===== src/rtl/mux_nx1_stream.sv =====
// N:1 stream multiplexer with valid/ready handshake and a one-entry registered
// output stage. The channel is picked either explicitly (sel) or round-robin
// over the valid inputs, starting from the channel after the last one served.
module mux_nx1_stream #(
  parameter int NUM_CH = 4,
  parameter int DATA_W = 8,
  parameter int SEL_W  = 2
) (
  input  logic                     clk_i,
  input  logic                     rst_n_i,
  input  logic                     mode_i,
  input  logic [SEL_W-1:0]         sel_i,
  input  logic [NUM_CH*DATA_W-1:0] in_data_i,
  input  logic [NUM_CH-1:0]        in_valid_i,
  output logic [NUM_CH-1:0]        in_ready_o,
  output logic [DATA_W-1:0]        out_data_o,
  output logic                     out_valid_o,
  output logic [SEL_W-1:0]         out_chan_o,
  input  logic                     out_ready_i
);

  logic [DATA_W-1:0] data_q, data_d;
  logic              valid_q, valid_d;
  logic [SEL_W-1:0]  chan_q, chan_d;
  logic [SEL_W-1:0]  rr_ptr_q, rr_ptr_d;

  logic              load;
  logic              grant_any;
  logic [SEL_W-1:0]  grant_idx;
  logic [DATA_W-1:0] grant_data;
  logic              xfer;
  logic [SEL_W-1:0]  ptr_next;

  // Output register may take a new word when it is empty or being drained.
  assign load = ~valid_q | out_ready_i;

  // Grant arbitration: explicit select or rotating priority from rr_ptr.
  // Indices are compared rather than used to index in_valid directly so an
  // out-of-range sel simply matches nothing.
  always_comb begin
    int idx;
    grant_any = 1'b0;
    grant_idx = '0;
    idx       = 0;
    if (!mode_i) begin
      for (int i = 0; i < NUM_CH; i++) begin
        if (sel_i == SEL_W'(i) && in_valid_i[i]) begin
          grant_any = 1'b1;
          grant_idx = SEL_W'(i);
        end
      end
    end else begin
      for (int k = 0; k < NUM_CH; k++) begin
        idx = int'(rr_ptr_q) + k;
        if (idx >= NUM_CH) idx = idx - NUM_CH;
        if (!grant_any && in_valid_i[idx]) begin
          grant_any = 1'b1;
          grant_idx = SEL_W'(idx);
        end
      end
    end
  end

  // Per-channel ready and the data word of the granted channel.
  always_comb begin
    in_ready_o = '0;
    grant_data = '0;
    for (int i = 0; i < NUM_CH; i++) begin
      if (grant_any && grant_idx == SEL_W'(i)) begin
        in_ready_o[i] = rst_n_i & load;
        grant_data    = in_data_i[i*DATA_W +: DATA_W];
      end
    end
  end

  // A grant implies the channel is valid, so load & grant is a transfer.
  assign xfer     = load & grant_any;
  assign ptr_next = (grant_idx == SEL_W'(NUM_CH - 1)) ? '0 : grant_idx + 1'b1;

  // Next-state for the output stage and the round-robin pointer.
  always_comb begin
    data_d   = data_q;
    valid_d  = valid_q;
    chan_d   = chan_q;
    rr_ptr_d = rr_ptr_q;
    if (xfer) begin
      valid_d = 1'b1;
      data_d  = grant_data;
      chan_d  = grant_idx;
      if (mode_i) rr_ptr_d = ptr_next;
    end else if (load) begin
      valid_d = 1'b0;
    end
  end

  // State registers; reset drops any buffered word.
  always_ff @(posedge clk_i or negedge rst_n_i) begin
    if (!rst_n_i) begin
      data_q   <= '0;
      valid_q  <= 1'b0;
      chan_q   <= '0;
      rr_ptr_q <= '0;
    end else begin
      data_q   <= data_d;
      valid_q  <= valid_d;
      chan_q   <= chan_d;
      rr_ptr_q <= rr_ptr_d;
    end
  end

  assign out_data_o  = data_q;
  assign out_valid_o = valid_q;
  assign out_chan_o  = chan_q;

endmodule


===== config.mk =====
export PLATFORM = sky130hd
export DESIGN_NAME = mux_nx1_stream
export DESIGN_NICKNAME = d
export VERILOG_FILES = /design/src/rtl/mux_nx1_stream.sv
export SDC_FILE = /design/constraint.sdc
export NUM_CORES = 1
export LEC_CHECK = 0
export BUFFER_PORTS_ARGS = -buffer_cell sky130_fd_sc_hd__buf_2
export CORE_MARGIN = 5
export CORE_UTILIZATION = 41
export DETAILED_ROUTE_END_ITERATION = 8
export GPL_TIMING_DRIVEN = 0
export PLACE_DENSITY = 0.75
export SLEW_MARGIN = 10
export SYNTH_ARGS = -nofsm -noshare
export SYNTH_HDL_FRONTEND = slang
export SYNTH_SLANG_ARGS = --single-unit

===== constraint.sdc =====
create_clock -name clk_i -period 5.85 [get_ports clk_i]
set_input_delay 0.2925 -clock clk_i [delete_from_list [all_inputs] [get_ports clk_i]]
set_output_delay 0.2925 -clock clk_i [all_outputs]
set_load 0.03 [all_outputs]

==> flow_summary.ini, run 1 <==
[run_status]
outcome = completed

[synthesis]
synth_fp_nets = 150
yosys.area_share.simple_pct = 20.7
synth-async-reset-ratio_pct = 100
synth_xor_area_share_pct = 0
synth-seq-area-share_pct = 31.9
synth_area_um2 = 1020
synth_top_family_by_area = simple AND/OR/NAND/NOR gates
synthAdderAreaFrac_pct = 4.91
ys.flop_type = dfrtp_1
yosysWarnings = 0
synth_compound_area_share_pct = 20.2
syn_area_per_cell_um2 = 9.81
synth_mux_area_share_pct = 18.2
ys_seq_elements = 13
syn_inst = 104
synth.distinct_cells = 31
synth-edff-count = 0

[floorplanning]
fp.dieW_um = 59.9
io_pins = 57
die_y_um = 59.9
fp.coreArea_um2 = 2430
die_area_um2 = 3580
initial_utilization_pct = 41.9
row_count = 18

[global_routing]
grt_pass1_vias = 1044
grt_use_total_pct = 16.6
gr-total-overflow = 0
antenna_found_initial = 0
grt_max_degree = 18
grt_pass1_wl_um = 4460

[clock_network]
path_clk_slew_ps = 80
cts_buffer_depth = 2
cts.htree.levels = 1
cts_tree = built
clock_sinks = 13
cts_buffers = 3
cts_setup_buffers = 0
clock_latency_ps = 280
cts_root_buf = clkbuf_4

[run]
cap_viol_max_count = 0

[sta]
rsz0062_at_grt = false
finalMaxSlewViolations = 0
fin_crit_sh_pct = 55.2
min_period_ps = 3230
tns_ps = 0
slew_headroom_pct = 60.6
hold_viol = 0
clock_skew_ps = 2.52
timing.hold.ws_ps = 344
max_freq_mhz = 310
setup_viol = 0
worst_pin_slew_ps = 589

[worst_hold_path]
hold_class = in2reg

[placed_design]
place.port_buffers = 56
dp_hpwl_um = 2270
dp_cells = 190
place.gp.congestion = 0.862
place_area_um2 = 1340

[critical_path]
path_max_fanout = 10
worstSetupPathType = reg2out
cp_cell_sequence = mux2i_1 > o21ai_0 > o32ai_1 > ha_1 > buf_1 > buf_1 > and3_1 > buf_2
cp_common_cell = buf_1
arrival_ps = 2930
reg2reg_slack_ps = 2810
worst_ep_required_time_ps = 5560
crit_path_top_delay_cell = o32ai_1
worstSetupEndpointType = output port
start_kind = flop
slowest_delay_ps = 570

[detailed_routing]
drt_iter0_drc = 59
ant_nets = 0
via_per_inst = 5.45
wl_per_cell_um = 14.7
vias = 1063
drc_errors = 0
totalWireLength_um = 2860
first_pass_iters = 4

[finish]
fin_area_um2 = 1370
multi_input_area_um2 = 653
register_area_um2 = 325
n_fill_cell = 210
drive_gt1_share_pct = 44.8
layout.cells.non_filler = 195
layout.nets = 212
n_antenna_cell = 0
area_growth_pct = 34.7

[power_and_ir_drop]
fin_total_pwr_mw = 0.490
p_leak_nw = 0.680
p_per_area_nw_per_um2 = 356
ir_drop_uv = 204
-- synthesized netlist by cell type (all sizes together), types with 3 or more instances --
| master | count | area (µm²) |
|---|---|---|
| nor2b | 9 | 56.3 |
| mux2 | 11 | 143 |
| nand2b | 3 | 18.8 |
| ha | 4 | 50.1 |
| buf | 3 | 18.8 |
| a21oi | 4 | 20.0 |
| inv | 3 | 11.3 |
| dfrtp | 13 | 325 |
| nand2 | 11 | 41.3 |
| clkbuf | 3 | 11.3 |
| and3 | 4 | 25.0 |
| a221oi | 8 | 70.1 |
| o31ai | 9 | 67.6 |
-- area by class of cell --
type | count | area share, %
buffer | 6 | 2.19
clock buffer | 4 | 1.91
inverter | 3 | 0.820
multi-input combinational | 82 | 47.5
sequential | 13 | 23.7
tap | 30 | 2.73
timing repair buffer | 57 | 21.1
-- cell families (layout without fill, tap and decap cells) --
| family | after synthesis | in the layout |
|---|---|---|
| and+or+nand+nor | 36 | 36 |
| muxes | 14 | 14 |
| adders and majority gates | 4 | 4 |
| AOI/OAI and AO/OA | 28 | 28 |
| buffers and inverters | 9 | 70 |
| DFF | 13 | 13 |
-- what timing repair did --
item	4_1_cts	5_1_grt
endpoints found under the hold margin	13	0
gates resized for setup	0	0
hold buffers	1	0
setup endpoints to repair	0	0
-- path summary, 6_finish.rpt --
check / endpoint / cells past startpoint / startpoint
setup / recovery: in_ready_o[3] / 8 / rr_ptr_q[1]
setup reg to reg: out_data_o[3] / 10 / rr_ptr_q[1]
max in group asynchronous: out_data_o[6] / 2 / rst_n_i
hold / removal: out_data_o[7] / 4 / in_data_i[31]
hold reg to reg: out_chan_o[0] / 1 / out_chan_o[0]
min in group asynchronous: out_data_o[5] / 2 / rst_n_i
-- worst max-delay path: cells and delay by family, from the launching register on --
| kind | cells | cell delay (ps) |
|---|---|---|
| flip-flops | 1 | 440 |
| adder cells (fa/ha/maj) | 1 | 240 |
| AO/OA/AOI/OAI | 2 | 690 |
| buffers and inverters | 3 | 870 |
| AND/OR/NAND/NOR | 1 | 210 |
| multiplexers | 1 | 200 |
-- stage by stage --
| stage | worst slack (ps) | util, % |
|---|---|---|
| floorplan | 3360 | - |
| detailed placement | 2850 | 55.0 |
| CTS | 2590 | 56.5 |
| global placement | 2870 | 55.0 |
| finish | 2620 | 56.5 |
| global route | 2340 | 56.5 |
-- state kept, by name, indices dropped and copies added (netlist names) --
name and cells:
out_chan_o 2, out_data_o 8, out_valid_o 1, rr_ptr_q 2
-- where the power goes --
group          total, mW  internal [mW]  switching, mW
registers          0.151          0.128         0.0237
logic              0.281          0.120          0.161
clock network     0.0575         0.0265         0.0310
total              0.490          0.274          0.216
-- metal layers --
| metal | wire (µm) | GRT usage (%) | share of wire (%) |
|---|---|---|---|
| met5 | 0 | 0 | 0 |
| met3 | 358 | 2.38 | 13 |
| met2 | 1300 | 29.0 | 45 |
| met4 | 51 | 7.59 | 1.8 |
| met1 | 1160 | 19.7 | 40 |
-- placed cells by master (no fill, tap or decap), drive strengths merged --
cell type,n
a21boi,1
a21oi,4
a221oi,8
a31oi,1
and2,2
and2b,1
and3,4
buf,59
clkbuf,7
dfrtp,13
dlygate4sd3,1
ha,4
inv,3
mux2,11
mux2i,2
mux4,1
nand2,11
nand2b,3
nand3,1
nand3b,1
nor2,2
nor2b,9
nor3,1
nor4,1
o21ai,2
o21bai,1
o221ai,1
o31ai,9
o32ai,1
(Power assumes the default switching activity.)
==> run 2: changes to the inputs <==
clock period = 3.1 ns   (was 5.85 ns; I/O delays follow)
==> run 2 against run 1 <==
Register-to-register slack worse by 2400 ps; cell count decreased by 0.51%; critical path depth stayed put; sequential power grew 89%; critical endpoint unchanged; final area up 0.36%; total power grew 89%.
==> flow_summary.ini, run 2 (synthesis gave the netlist of run 1 again) <==
[run_status]
outcome = completed

[sta]
setup_viol = 0
hold_viol = 0
slew_headroom_pct = 71.8
fin_crit_sh_pct = 89.5
clock_skew_ps = 2.47
rsz0062_at_grt = false
max_freq_mhz = 361
worst_pin_slew_ps = 420
tns_ps = 0
min_period_ps = 2770
finalMaxSlewViolations = 0

[clock_network]
cts_tree = built
cts_root_buf = clkbuf_4
cts_buffers = 3
clock_sinks = 13
path_clk_slew_ps = 80
clock_latency_ps = 280
cts_buffer_depth = 2
cts.htree.levels = 1

[detailed_routing]
drt_iter0_drc = 75
first_pass_iters = 4
via_per_inst = 5.40
drc_errors = 0
vias = 1048
totalWireLength_um = 2830
wl_per_cell_um = 14.6
ant_nets = 0

[finish]
n_fill_cell = 209
fin_area_um2 = 1380
final_core_util_pct = 56.7
multi_input_area_um2 = 661
register_area_um2 = 325
drive_gt1_share_pct = 46.3
n_antenna_cell = 0
layout.nets = 211
area_growth_pct = 35.2
layout.cells.non_filler = 194
layout_commonest_cell = buf_2
layout_common_cells = 56 x buf_2, 13 x dfrtp_1, 11 x nand2_1, 9 x o31ai_1, 9 x nor2b_1
largest_reg_flops = 8

[power_and_ir_drop]
combPwrFrac_pct = 57.6
p_per_area_nw_per_um2 = 672
pwr-share-clk_pct = 11.6
switchingPower_mw = 0.407
swShare_pct = 43.9
p_leak_nw = 0.685
fin_total_pwr_mw = 0.927
p_seq_share_pct = 30.8
p_int_mw = 0.520
ir_drop_uv = 386

[floorplanning]
row_count = 18
io_pins = 57
die_y_um = 59.9
initial_utilization_pct = 41.9
die_area_um2 = 3580
fp.coreArea_um2 = 2430
fp.dieW_um = 59.9

[global_routing]
use_met3_pct = 2.38
grt_util_met2_pct = 29.0
top_usage_layer = met2
grt_use_total_pct = 16.5
grt_pass1_wl_um = 4450
met1_usage_pct = 19.6
antenna_found_initial = 0
grt_pass1_vias = 1044
grt_max_degree = 18
gr-total-overflow = 0

[placed_design]
place.port_buffers = 56
place_area_um2 = 1340
place.gp.congestion = 0.862
dp_hpwl_um = 2270
dp_cells = 190

[critical_path]
path_max_fanout = 10
arrival_ps = 2620
worstSetupPathType = reg2out
worstSetupEndpointType = output port
worst_ep_required_time_ps = 2940
start_kind = flop

[run]
cap_viol_max_count = 0

[worst_hold_path]
hold_class = in2reg
## run 2: changes by cell type in the layout (fill, tap and decap cells not counted), sizes merged
cell,before,now
buf,59,58
## run 2: critical path, cell delays in order, from the launching register on
cell and delay (ps):
dfrtp_1 430, mux2i_1 200, o21ai_0 140, o32ai_2 410, ha_1 200, buf_1 290
clkbuf_2 290, and3_1 170, buf_2 190
## run 2: area by class of cell
class | count | area share, %
plain buffers | 5 | 2.00
flip-flops and latches | 13 | 23.6
well taps | 30 | 2.72
multi-input cells | 82 | 47.9
clock buffers | 4 | 1.91
repair buffers | 57 | 21.1
inverters | 3 | 0.817
## run 2: final timing paths
| kind | start | to | slack (ps) | cells after the start |
|---|---|---|---|---|
| worst max-delay path | rr_ptr_q[1] | in_ready_o[3] | 330 | 8 |
| worst min-delay path | in_data_i[31] | out_data_o[7] | 210 | 4 |
| worst max register to register | rr_ptr_q[1] | out_data_o[2] | 380 | 9 |
| worst min register to register | out_chan_o[0] | out_chan_o[0] | 510 | 1 |
| max in group asynchronous | rst_n_i | out_data_o[6] | 2530 | 2 |
| min in group asynchronous | rst_n_i | out_data_o[5] | 310 | 2 |
## run 2: power groups by stage
| stage | clock network [mW] | logic [mW] | registers (mW) |
|---|---|---|---|
| finish | 0.108 | 0.533 | 0.286 |
| global placement | 0 | 0.524 | 0.283 |
| global route | 0.120 | 0.572 | 0.294 |
| CTS | 0.113 | 0.536 | 0.285 |
| detailed placement | 0 | 0.530 | 0.287 |
| floorplan | 0 | 0.255 | 0.409 |
## run 2: timing repair
action | in CTS | in global routing
resized for setup | 1 | 1
buffers inserted | 0 | 0
setup endpoints to repair | 1 | 2
hold buffers | 1 | 0
hold endpoints to repair | 13 | 0
## run 2: metal layers
layer,vias to the layer above,share of wire [%]
li1,513,-
met1,470,40
met2,60,45
met3,5,13
met4,0,1.8
met5,-,0
## run 2: per-stage QoR
step / setup slack (ps) / hold WS, ps
detailed placement: 104 / 86.3
finish: 326 / 206
floorplan: 607 / -141
global route: 81.8 / 215
global placement: 118 / 76.8
CTS: 158 / 199
==> run 3: changes to the inputs <==
CORE_MARGIN = 2   (was 5)
PLACE_DENSITY = not set   (was 0.75)
PLACE_DENSITY_LB_ADDON = 0.05   (was not set)
TNS_END_PERCENT = 30   (was not set)
==> run 3 against run 2 <==
Via count decreased by 2.7%; critical path depth rose by 2; total power decreased by 0.54%; flip-flop and latch count unchanged; register-to-register slack got worse by 90 ps; non-clock buffer count up 1; hold slack worse by 4.3 ps; global-route usage up 2.8 points; highest routed layer unchanged.
==> flow_summary.ini, run 3 (synthesis gave the netlist of run 1 again) <==
[run_status]
outcome = completed

[power_and_ir_drop]
p_leak_nw = 0.686
switchingPower_mw = 0.403
pwr-share-clk_pct = 11.9
p_per_area_nw_per_um2 = 667
ir_drop_uv = 399
p_seq_share_pct = 30.9
combPwrFrac_pct = 57.2
fin_total_pwr_mw = 0.922
swShare_pct = 43.7
p_int_mw = 0.519

[clock_network]
clock_sinks = 13
cts_setup_buffers = 0
cts_buffer_depth = 2
cts_tree = built
path_clk_slew_ps = 90
cts_root_buf = clkbuf_4
clock_latency_ps = 280
cts_buffers = 3
cts.htree.levels = 1

[sta]
rsz0062_at_grt = false
min_period_ps = 2810
setup_viol = 0
fin_crit_sh_pct = 90.7
finalMaxSlewViolations = 0
slew_headroom_pct = 65.1
tns_ps = 0
clock_skew_ps = 8.59
max_freq_mhz = 356
worst_pin_slew_ps = 518
hold_viol = 0

[finish]
register_area_um2 = 325
area_growth_pct = 35.6
n_fill_cell = 234
layout.nets = 212
n_antenna_cell = 0
layout_common_cells = 56 x buf_2, 13 x dfrtp_1, 11 x nand2_1, 9 x o31ai_1, 9 x nor2b_1
drive_gt1_share_pct = 46.1
layout_commonest_cell = buf_2
largest_reg_flops = 8
fin_area_um2 = 1380
multi_input_area_um2 = 661

[global_routing]
grt_pass1_wl_um = 4020
gr-total-overflow = 0
grt_pass1_vias = 909
grt_max_degree = 18
antenna_found_initial = 0
grt_use_total_pct = 19.3

[floorplanning]
row_count = 18
initial_utilization_pct = 42.3
die_y_um = 53.9
fp.coreArea_um2 = 2410
io_pins = 57
fp.dieW_um = 53.9
die_area_um2 = 2900

[detailed_routing]
drc_errors = 0
vias = 1020
wl_per_cell_um = 13.9
via_per_inst = 5.23
ant_nets = 0
drt_iter0_drc = 13
first_pass_iters = 4
totalWireLength_um = 2710

[placed_design]
place_area_um2 = 1340
place.port_buffers = 56
place.gp.congestion = 0.894
dp_hpwl_um = 2120

[critical_path]
worstSetupPathType = reg2reg
worstSetupEndpointType = flop
r2r-start = rr_ptr_q[1]
worst_ep_required_time_ps = 3260
path_max_fanout = 10
setup.worst_path.start = rr_ptr_q[1]
arrival_ps = 2980
start_kind = flop

[worst_hold_path]
min_from = in_data_i[28]
hold_class = in2reg

[run]
cap_viol_max_count = 0
run 3: per-layer routing:
metal,global-route usage [%],up-vias,routed length (µm),part of all wire (%)
met5,0,-,0,0
met4,8.12,0,14,0.52
met3,3.89,2,131,4.8
met2,31.7,29,1350,50
met1,24.5,472,1210,45
li1,-,517,-,-
run 3: final timing paths:
check	end	slack (ps)	cells past startpoint
worst min-delay path	out_data_o[4]	200	4
worst max register to register	out_data_o[3]	290	10
max in group asynchronous	rr_ptr_q[1]	2530	2
worst max-delay path	out_data_o[3]	290	10
min in group asynchronous	out_data_o[4]	300	2
worst min register to register	out_data_o[7]	510	1
run 3: stage by stage:
stage / setup slack, ps / cells / hold WS (ps) / util, %
after CTS: 57.3 / 195 / 201 / 57.0
after global placement: 236 / 190 / 79.6 / 55.5
after floorplan: 607 / 104 / -141 / -
after detailed placement: 176 / 190 / 82.3 / 55.5
final: 287 / 195 / 201 / 57.4
after global routing: 60.9 / 195 / 192 / 57.4
run 3: layout make-up:
class / count / area share (%)
tap: 30 / 2.71
inverter: 3 / 0.814
buffer: 6 / 2.26
multi-input combinational: 82 / 47.8
sequential: 13 / 23.5
timing repair buffer: 57 / 21.0
clock buffer: 4 / 1.90
run 3: critical path: stages, from the launching register on:
cell and delay [ps]:
dfrtp_1 440, mux2i_1 210, o21ai_0 140, o32ai_2 390, ha_1 200, clkbuf_1 340
nor2b_1 90, clkbuf_1 220, a221oi_1 310, o31ai_1 110, mux2_4 270
run 3: power by group through the flow:
stage                     clock (mW)  sequential (mW)  combinational [mW]
after CTS                      0.114            0.286               0.528
after floorplan                    0            0.409               0.255
final                          0.110            0.285               0.527
after global routing           0.127            0.294               0.571
after global placement             0            0.286               0.520
after detailed placement           0            0.289               0.526
run 3: repair_timing:
action / 4_1_cts / 5_1_grt
hold endpoints to repair: 13 / 0
setup endpoints to repair: 0 / 9
hold buffers: 1 / 0
resized for setup: 0 / 2
